File: src/rtl/div_issue_pkg.sv
// Shared definitions for the divide issue block and the iterative divider:
// sequencer state encodings, in_op bit positions and a sign-extension helper.
package div_issue_pkg;

  typedef enum logic [2:0] {
    ST_IDLE  = 3'd0,
    ST_ISSUE = 3'd1,
    ST_WAIT  = 3'd2,
    ST_DRAIN = 3'd3,
    ST_RESP  = 3'd4
  } state_e;

  localparam int OP_UNSIGNED = 0;
  localparam int OP_REM      = 1;
  localparam int OP_WORD     = 2;

  function automatic logic [63:0] sext32(input logic [31:0] v);
    return {{32{v[31]}}, v};
  endfunction

endpackage

File: src/rtl/div_issue_special.sv
// Detects divide-by-zero and signed-overflow requests and forms their
// architectural result so the iterative divider can be skipped entirely.
module div_special
  import div_issue_pkg::*;
(
  input  logic [2:0]  op,
  input  logic [63:0] a,
  input  logic [63:0] b,
  output logic        special,
  output logic [63:0] result
);

  logic is_unsigned;
  logic is_rem;
  logic is_word;
  logic div_zero;
  logic overflow;

  always_comb begin
    is_unsigned = op[OP_UNSIGNED];
    is_rem      = op[OP_REM];
    is_word     = op[OP_WORD];

    div_zero = is_word ? (b[31:0] == 32'h0) : (b == 64'h0);
    overflow = !is_unsigned &&
               (is_word ? (a[31:0] == 32'h8000_0000 && b[31:0] == 32'hFFFF_FFFF)
                        : (a == 64'h8000_0000_0000_0000 && b == 64'hFFFF_FFFF_FFFF_FFFF));
    special  = div_zero || overflow;

    result = 64'h0;
    if (div_zero) begin
      result = is_rem ? (is_word ? sext32(a[31:0]) : a) : 64'hFFFF_FFFF_FFFF_FFFF;
    end else if (overflow) begin
      result = is_rem ? 64'h0 : (is_word ? sext32(a[31:0]) : a);
    end
  end

endmodule

File: src/rtl/div_issue.sv
// Single-entry issue/writeback sequencer between the pipeline and an
// iterative divider; special cases retire directly without a divider trip.
//
//   state | meaning
//   IDLE  | ready to accept a new operation
//   ISSUE | presenting the request to the divider
//   WAIT  | divider busy, waiting for the result pulse
//   DRAIN | flushed while divider busy; swallow its next result
//   RESP  | result held on the writeback port
module div_issue
  import div_issue_pkg::*;
#(
  parameter int TAG_W = 5
) (
  input  logic             clk,
  input  logic             rst,
  input  logic             in_valid,
  output logic             in_ready,
  input  logic [2:0]       in_op,
  input  logic [63:0]      in_a,
  input  logic [63:0]      in_b,
  input  logic [TAG_W-1:0] in_rd,
  input  logic             flush,
  output logic             div_req_valid,
  input  logic             div_req_ready,
  output logic [2:0]       div_op,
  output logic [63:0]      div_operand1,
  output logic [63:0]      div_operand2,
  input  logic             div_resp_valid,
  input  logic [63:0]      div_resp_result,
  output logic             wb_valid,
  input  logic             wb_ready,
  output logic [TAG_W-1:0] wb_rd,
  output logic [63:0]      wb_result
);

  state_e           state_q, state_d;
  logic [2:0]       op_q, op_d;
  logic [63:0]      a_q, a_d;
  logic [63:0]      b_q, b_d;
  logic [TAG_W-1:0] rd_q, rd_d;
  logic [63:0]      result_q, result_d;
  logic             wb_valid_q, wb_valid_d;
  logic             req_valid_q, req_valid_d;
  logic             spec_hit;
  logic [63:0]      spec_result;

  div_special u_special (
    .op      (in_op),
    .a       (in_a),
    .b       (in_b),
    .special (spec_hit),
    .result  (spec_result)
  );

  assign in_ready = (state_q == ST_IDLE) && !flush;

  always_comb begin
    state_d  = state_q;
    op_d     = op_q;
    a_d      = a_q;
    b_d      = b_q;
    rd_d     = rd_q;
    result_d = result_q;

    case (state_q)
      ST_IDLE: begin
        if (in_valid && in_ready) begin
          op_d = in_op;
          a_d  = in_a;
          b_d  = in_b;
          rd_d = in_rd;
          if (spec_hit) begin
            result_d = spec_result;
            state_d  = ST_RESP;
          end else begin
            state_d = ST_ISSUE;
          end
        end
      end
      ST_ISSUE: begin
        if (flush) begin
          state_d = div_req_ready ? ST_DRAIN : ST_IDLE;
        end else if (div_req_ready) begin
          state_d = ST_WAIT;
        end
      end
      ST_WAIT: begin
        // A result arriving with the flush is already consumed; draining would hang.
        if (div_resp_valid) begin
          if (flush) begin
            state_d = ST_IDLE;
          end else begin
            result_d = div_resp_result;
            state_d  = ST_RESP;
          end
        end else if (flush) begin
          state_d = ST_DRAIN;
        end
      end
      ST_DRAIN: begin
        if (div_resp_valid) state_d = ST_IDLE;
      end
      ST_RESP: begin
        if (flush || wb_ready) state_d = ST_IDLE;
      end
      default: state_d = ST_IDLE;
    endcase

    wb_valid_d  = (state_d == ST_RESP);
    req_valid_d = (state_d == ST_ISSUE);
  end

  always_ff @(posedge clk) begin
    if (!rst) begin
      state_q     <= ST_IDLE;
      wb_valid_q  <= 1'b0;
      req_valid_q <= 1'b0;
    end else begin
      state_q     <= state_d;
      wb_valid_q  <= wb_valid_d;
      req_valid_q <= req_valid_d;
    end
    op_q     <= op_d;
    a_q      <= a_d;
    b_q      <= b_d;
    rd_q     <= rd_d;
    result_q <= result_d;
  end

  assign div_req_valid = req_valid_q;
  assign div_op        = op_q;
  assign div_operand1  = a_q;
  assign div_operand2  = b_q;
  assign wb_valid      = wb_valid_q;
  assign wb_rd         = rd_q;
  assign wb_result     = result_q;

endmodule
File: config.mk
export PLATFORM = sky130hd
export DESIGN_NAME = div_issue
export DESIGN_NICKNAME = d
export VERILOG_FILES = /design/src/rtl/div_issue_pkg.sv /design/src/rtl/div_issue_special.sv /design/src/rtl/div_issue.sv
export SDC_FILE = /design/constraint.sdc
export NUM_CORES = 1
export LEC_CHECK = 0
export ABC_AREA = 0
export BUFFER_PORTS_ARGS = -buffer_cell sky130_fd_sc_hd__buf_2
export CAP_MARGIN = 5
export CORE_AREA = 5 5 158 160
export DETAILED_ROUTE_END_ITERATION = 12
export DIE_AREA = 0 0 163 165
export GPL_ROUTABILITY_DRIVEN = 0
export PLACE_DENSITY_LB_ADDON = 0.15
export SYNTH_ARGS = -nofsm -noshare
export SYNTH_HDL_FRONTEND = slang
export SYNTH_SLANG_ARGS = --single-unit
File: constraint.sdc
create_clock -name clk -period 9.5 [get_ports clk]
set_clock_uncertainty 0.15 [all_clocks]
set_input_delay 1.9 -clock clk [delete_from_list [all_inputs] [get_ports clk]]
set_output_delay 1.9 -clock clk [all_outputs]
set_load 0.1 [all_outputs]
# Word-level counts from Yosys, hierarchy flattened
# Cells that the tools add are included.
[word_totals]
regBits = 205
latch_bits = 0
ram_bits = 0
rom_bits = 0
in_bits = 207
out_inout_bits = 203
wordCells = 60
mem_count = 0
[classes]
add_sub_neg = 0
multipliers = 0
div = 0
magnitude_cmp = 0
n_eq_ne = 14
shift = 0
n_mux = 23
bitwise = 0
reduce_logical = 15
[ops]
columns = ["op", "count"]
rows = [
  ["two-way mux 64 bit", 9],
  ["== test 64 bit, second input constant", 2],
  ["case mux 64 bit (2 select lines)", 1],
  ["== test 32 bit, second input constant", 2],
  ["zero test 64 bit", 1],
  ["zero test 32 bit", 1],
  ["two-way mux 3 bit", 9],
  ["case mux 3 bit (5 select lines)", 1],
  ["== test 3 x 1 -> 1 bit, second input constant", 2],
  ["== test 3 x 2 -> 1 bit, second input constant", 2],
  ["== test 3 bit, second input constant", 2],
  ["!= test 2 bit, second input constant", 3],
  ["logical AND 1 bit", 5],
  ["AND reduction 5 bit", 1],
  ["zero test 3 bit", 1],
  ["zero test 1 bit", 2],
  ["logical OR 1 bit", 2],
  ["two-way mux 1 bit", 2],
  ["two-way mux 2 bit", 1],
  ["!= test 2 x 1 -> 1 bit, second input constant", 1],
  ["AND reduction 2 bit", 1],
  ["nonzero test 2 bit", 1],
]

# Logic depth before layout (Yosys ltp)
[depth]
depth_word = 9
ltp_mapped = 7
mapped_depth_nobuf = 6

# Modules after synthesis
# From an unflattened synthesis, not the netlist that was laid out.
[hier_totals]
cells_unflattened = 545
hier_area_um2 = 8693.3
[by_module_without_submodules]
columns = ["module", "instances", "cells_per_inst", "area_per_inst_um2", "seq_area_each_um2"]
rows = [
  ["div_issue", 1, 300, 7357.1, 6105.9],
  ["div_special", 1, 245, 1336.3, 0.0],
]

# Worst setup path before layout
# No wires, ideal clock.
[synth_timing]
path_type = "input -> register"
start = "in flush"
end = "reg result_q[0] (netlist: wb_result[0]) (enable)"
setup_ns = 0.398
t_arrival_ns = 8.319
required_ns = 8.952
setup_slack_ns = 0.633
cell_stages = 4
path_buffers = 0
cell_sequence = "nor4_1 -> and2_2 -> a21boi_1 -> a31o_2"
[synth_via]
elab_chain_len = 5
elab_cells_between_ends = 6
cone_classes = "2 x eq/ne; 4 x reduce/logical"
[synth_rtl]
columns = ["element", "line", "text"]
rows = [
  ["start, declared", "div_issue.sv:23", "input logic flush,"],
  ["zero test 1 bit", "div_issue.sv:56", "assign in_ready = (state_q == ST_IDLE) && !flush;"],
  ["logical AND 1 bit", "div_issue.sv:56", ""],
  ["logical AND 1 bit", "div_issue.sv:68", "if (in_valid && in_ready) begin"],
  ["!= test 2 x 1 -> 1 bit (no line)", "-", ""],
  ["AND reduction 5 bit (no line) *", "-", ""],
  ["end signal, assigned", "div_issue.sv:128", "result_q <= result_d;"],
  ["end, declared", "div_issue.sv:42", "logic [63:0] result_q, result_d;"],
]
# Mark *: on every way between the ends. The rest lies on a longest branch, timed or not.
# A chain may end at the register's enable or synchronous reset.

# Worst setup path after layout
[layout_timing]
start = "in in_a[31]"
end = "reg result_q[10] (netlist: wb_result[10]) (enable)"
[layout_via]
elab_chain_len = 7
elab_cells_between_ends = 9
cone_classes = "3 x eq/ne; 1 x mux; 5 x reduce/logical"
[layout_rtl]
columns = ["element", "line", "text"]
rows = [
  ["start, declared", "div_issue.sv:20", "input logic [63:0] in_a,"],
  ["== test 64 bit or == test 32 bit (tied branches)", "div_issue_special.sv:27, div_issue_special.sv:26", ""],
  ["logical AND 1 bit (on tied branches)", "div_issue_special.sv:27, div_issue_special.sv:26", ""],
  ["two-way mux 1 bit *", "div_issue_special.sv:26", "(is_word ? (a[31:0] == 32'h8000_0000 && b[31:0] == 32'hFFFF_FFFF)"],
  ["logical AND 1 bit *", "div_issue_special.sv:25", "overflow = !is_unsigned &&"],
  ["logical OR 1 bit *", "div_issue_special.sv:28", "special = div_zero || overflow;"],
  ["!= test 2 bit (no line) *", "-", ""],
  ["AND reduction 5 bit (no line) *", "-", ""],
]
# Marks and branches as above.

==> metrics.txt <==
# TYPE chip_impl_metric gauge
chip_impl_metric{name="globalRoute.totalOverflow",unit=""} 0
chip_impl_info{name="rr_startpoint",value="state_q[1]"} 1
chip_impl_metric{name="post_cts_clock_slew_at_the_launch_and_capture_registers_of_the_worst_setup_and_hold_paths",unit="ns"} 0.06
chip_impl_metric{name="cp.arrival",unit="ns"} 5.17
chip_impl_metric{name="dp.cells",unit=""} 1235
chip_impl_metric{name="use_met2",unit=""} 0.3336
chip_impl_metric{name="synthDistinctLibCells",unit=""} 40
chip_impl_metric{name="synth-edff-count",unit=""} 200
chip_impl_metric{name="cts_post_setup_buffers_inserted",unit=""} 0
chip_impl_metric{name="met1_usage",unit=""} 0.2344
chip_impl_metric{name="overall_via_count_from_detail_route",unit=""} 6315
chip_impl_info{name="synth_area_leader_cell",value="sky130_fd_sc_hd__edfxtp_1"} 1
chip_impl_metric{name="timing.slew.headroom",unit=""} 0.2894
chip_impl_metric{name="critical_path_maximum_fanout",unit=""} 64
chip_impl_metric{name="cellPowerDensity",unit="nW/um^2"} 210.2
chip_impl_metric{name="finalHoldViolations",unit=""} 0
chip_impl_metric{name="syn-cell-area",unit="sq um"} 7883
chip_impl_metric{name="async_flop_share",unit=""} 0
chip_impl_metric{name="ir_worst_vdd",unit="mV"} 0.1520
chip_impl_info{name="synthMostInstantiatedCell",value="sky130_fd_sc_hd__edfxtp_1"} 1
chip_impl_metric{name="maximum_operating_frequency",unit="MHz"} 192.4
chip_impl_metric{name="static_leak",unit="uW"} 0.004169
chip_impl_metric{name="grt_pass1_vias",unit=""} 6428
chip_impl_info{name="dominantRegCellSynth",value="sky130_fd_sc_hd__edfxtp_1"} 1
chip_impl_metric{name="maximum_number_of_pins_on_one_net_before_global_route_repair",unit=""} 76
chip_impl_metric{name="remaining_drc_errors",unit=""} 0
chip_impl_info{name="timing_worst_setup_path_type",value="in2reg"} 1
chip_impl_info{name="yosys-top-cells-count",value="sky130_fd_sc_hd__edfxtp_1, sky130_fd_sc_hd__nand2_1, sky130_fd_sc_hd__o21ai_0, sky130_fd_sc_hd__a21oi_1, sky130_fd_sc_hd__o31ai_1"} 1
chip_impl_metric{name="buffer_ports.inserted",unit=""} 409
chip_impl_info{name="holdPathEnd",value="state_q[1]"} 1
chip_impl_metric{name="start_util",unit=""} 0.3389
chip_impl_metric{name="vias_per_cell",unit=""} 4.945
chip_impl_info{name="hold_path_startpoint",value="state_q[2]"} 1
chip_impl_metric{name="synthesis.instances",unit=""} 529
chip_impl_metric{name="syn-num-nets",unit=""} 736
chip_impl_info{name="tritoncts_clock_tree",value="built"} 1
chip_impl_metric{name="post-layout-total-power",unit="uW"} 2323
chip_impl_info{name="min-delay-path-class",value="reg2reg"} 1
chip_impl_metric{name="clock-sinks",unit=""} 205
chip_impl_metric{name="tns",unit="ns"} 0
chip_impl_metric{name="grtUsageMet3",unit=""} 0.07187
chip_impl_metric{name="dpl-instance-area",unit="sq um"} 10270
chip_impl_metric{name="hold_buffers",unit=""} 0
chip_impl_metric{name="clock_insertion_delay_at_the_later_pin_of_the_skew_report",unit="ns"} 0.50
chip_impl_metric{name="worst-slew-pin-transition",unit="ns"} 1.059
chip_impl_metric{name="synth-seq-area-share",unit=""} 0.7746
chip_impl_metric{name="post_drt_wl_per_cell",unit="um"} 22.00
chip_impl_metric{name="r2r_cells",unit=""} 6
chip_impl_metric{name="tritoncts.num_buffers",unit=""} 23
chip_impl_metric{name="layoutNonFillerInstCount",unit=""} 1277
chip_impl_metric{name="yosys.area.top_type_share",unit=""} 0.7619
chip_impl_metric{name="post_route_cells_drive_above_1_share",unit=""} 0.4780
chip_impl_info{name="reg2reg_to",value="div_req_valid"} 1
chip_impl_metric{name="maximum_number_of_buffers_from_clock_root_to_sink",unit=""} 3
chip_impl_metric{name="cts.repair.resized",unit=""} 0
chip_impl_metric{name="layout.nets",unit=""} 1148
chip_impl_metric{name="max_cap_viol_count",unit=""} 0
chip_impl_metric{name="core_region_area",unit="sq um"} 23260
chip_impl_metric{name="area_growth",unit="%"} 40.22
chip_impl_metric{name="die_w",unit="um"} 163
chip_impl_metric{name="yosys_register_bits",unit=""} 205
chip_impl_info{name="grt_setup_unrepaired",value="no"} 1
chip_impl_metric{name="h-tree-depth",unit=""} 1
chip_impl_metric{name="final_min_period_over_clock_period",unit=""} 0.5472
chip_impl_metric{name="finalSetupViolations",unit=""} 0
chip_impl_metric{name="floorplan.rows",unit=""} 56
chip_impl_metric{name="report.final.slew_viol_count",unit=""} 0
chip_impl_metric{name="number_of_antenna_violations_at_the_first_check_in_global_routing",unit=""} 2
chip_impl_info{name="critPathCaptureType",value="register"} 1
chip_impl_metric{name="detail-route-antenna-nets",unit=""} 0
chip_impl_info{name="grt_most_used_layer",value="met2"} 1
chip_impl_metric{name="drt-pass1-iter-count",unit=""} 5
chip_impl_metric{name="die_h",unit="um"} 165
chip_impl_metric{name="grtUsageTotal",unit=""} 0.1961
chip_impl_metric{name="worst-r2r-setup-slack",unit="ns"} 6.13
chip_impl_metric{name="yosys_warnings",unit=""} 0
chip_impl_metric{name="hold_path_depth",unit=""} 2
chip_impl_info{name="outcome",value="finished, final reports clean"} 1
chip_impl_metric{name="num_io_pins",unit=""} 410
chip_impl_metric{name="postLayoutCellArea",unit="sq um"} 11050
chip_impl_metric{name="synthesis.area_per_instance",unit="sq um"} 14.90
chip_impl_metric{name="dpl.hpwl",unit="um"} 20970
chip_impl_metric{name="grt_first_pass_wirelength",unit="um"} 39880
chip_impl_metric{name="final.min_clock_period",unit="ns"} 5.198
chip_impl_info{name="clock_root_buffer",value="sky130_fd_sc_hd__clkbuf_16"} 1
chip_impl_metric{name="first_iter_violations",unit=""} 415
chip_impl_info{name="synth.area.top_cells",value="sky130_fd_sc_hd__edfxtp_1, sky130_fd_sc_hd__o21ai_0, sky130_fd_sc_hd__nand2_1, sky130_fd_sc_hd__o31ai_1, sky130_fd_sc_hd__nor4_1"} 1
chip_impl_metric{name="drt_wl_total",unit="um"} 28090
chip_impl_metric{name="die_area",unit="sq um"} 26900
chip_impl_metric{name="timing.critical_path.required",unit="ns"} 9.47
chip_impl_info{name="worst_setup_path_start_kind",value="input pin"} 1
## registers in the layout (all words and copies together), names as in the netlist
signal         cells
div_op             3
div_operand1      64
div_operand2      64
div_req_valid      1
state_q            3
wb_rd              5
wb_result         64
wb_valid           1
## worst max-delay path, stage by stage
cell and delay, ns:
sky130_fd_sc_hd__buf_2 0.12, sky130_fd_sc_hd__or4b_1 0.53, sky130_fd_sc_hd__or4_1 0.55, sky130_fd_sc_hd__or4_1 0.53
sky130_fd_sc_hd__or3_1 0.38, sky130_fd_sc_hd__a21boi_1 0.31, sky130_fd_sc_hd__a31o_4 0.80
## stage by stage
| stage | util | hold slack, ns | setup slack [ns] |
|---|---|---|---|
| final | 0.4752 | 0.5049 | 4.302 |
| after global placement | 0.4416 | 0.5147 | 3.826 |
| after global routing | 0.4750 | 0.5580 | 4.145 |
| after floorplan | - | 0.4297 | 0.6329 |
| after detailed placement | 0.4416 | 0.4940 | 3.766 |
| after CTS | 0.4749 | 0.5119 | 4.305 |
## layout by cell type (no fill, tap or decap), types with 3 or more instances in the layout
master,Yosys,layout
sky130_fd_sc_hd__buf_4,0,7
sky130_fd_sc_hd__nand4_1,18,18
sky130_fd_sc_hd__o31ai_1,30,30
sky130_fd_sc_hd__a211oi_1,4,4
sky130_fd_sc_hd__clkbuf_16,0,23
sky130_fd_sc_hd__or4_1,5,5
sky130_fd_sc_hd__o21ai_0,66,66
sky130_fd_sc_hd__bufinv_16,0,3
sky130_fd_sc_hd__nor4_1,29,29
sky130_fd_sc_hd__clkinv_2,0,3
sky130_fd_sc_hd__edfxtp_1,200,200
sky130_fd_sc_hd__nand2_1,67,67
sky130_fd_sc_hd__nor2_1,10,9
sky130_fd_sc_hd__o21a_1,3,3
sky130_fd_sc_hd__clkbuf_8,0,4
sky130_fd_sc_hd__buf_2,0,409
sky130_fd_sc_hd__a21oi_1,31,31
sky130_fd_sc_hd__clkbuf_1,26,5
sky130_fd_sc_hd__dfxtp_1,5,5
## worst max path at each step
| stage | start | to | slack (ns) | depth (start not counted) |
|---|---|---|---|---|
| global placement | in_a[31] | wb_result[4] | 3.83 | 7 |
| CTS | in_a[31] | wb_result[56] | 4.31 | 7 |
| floorplan | flush | wb_result[0] | 0.63 | 4 |
| detailed placement | in_a[31] | wb_result[8] | 3.77 | 7 |
| finish | in_a[31] | wb_result[10] | 4.30 | 7 |
| global route | in_a[31] | wb_result[10] | 4.15 | 7 |
## final cells by class
class                      count  area [sq um]
clock inverter                 8         125.1
multi-input combinational    293          1662
antenna                        2         5.005
timing repair buffer         416          2100
sequential                   205          6106
inverter                       2         7.507
fill                        2184         12210
tap                          319         399.1
clock buffer                  32         649.4
## power by group
part           switching [uW]  internal, uW  leakage, uW
combinational             306          64.8      0.00199
clock                     356           558     0.000381
sequential               8.00          1030      0.00180
total                     671          1650      0.00417
## metal layers
| metal | wire (um) | up-vias |
|---|---|---|
| li1 | - | 2927 |
| met1 | 10370 | 3005 |
| met2 | 13800 | 339 |
| met3 | 3134 | 42 |
| met4 | 765 | 2 |
| met5 | 12 | - |
## cells by family (layout without fill, tap and decap cells)
group	count (synthesis)	in the layout	synth area share
flip-flops	205	205	0.7746
AND/OR/NAND/NOR	150	150	0.1013
AO/OA/AOI/OAI	142	142	0.1054
buffers and inverters	31	458	0.01762
XOR/XNOR	1	1	0.001111
other	0	2	0
(Power assumes the default switching activity.)
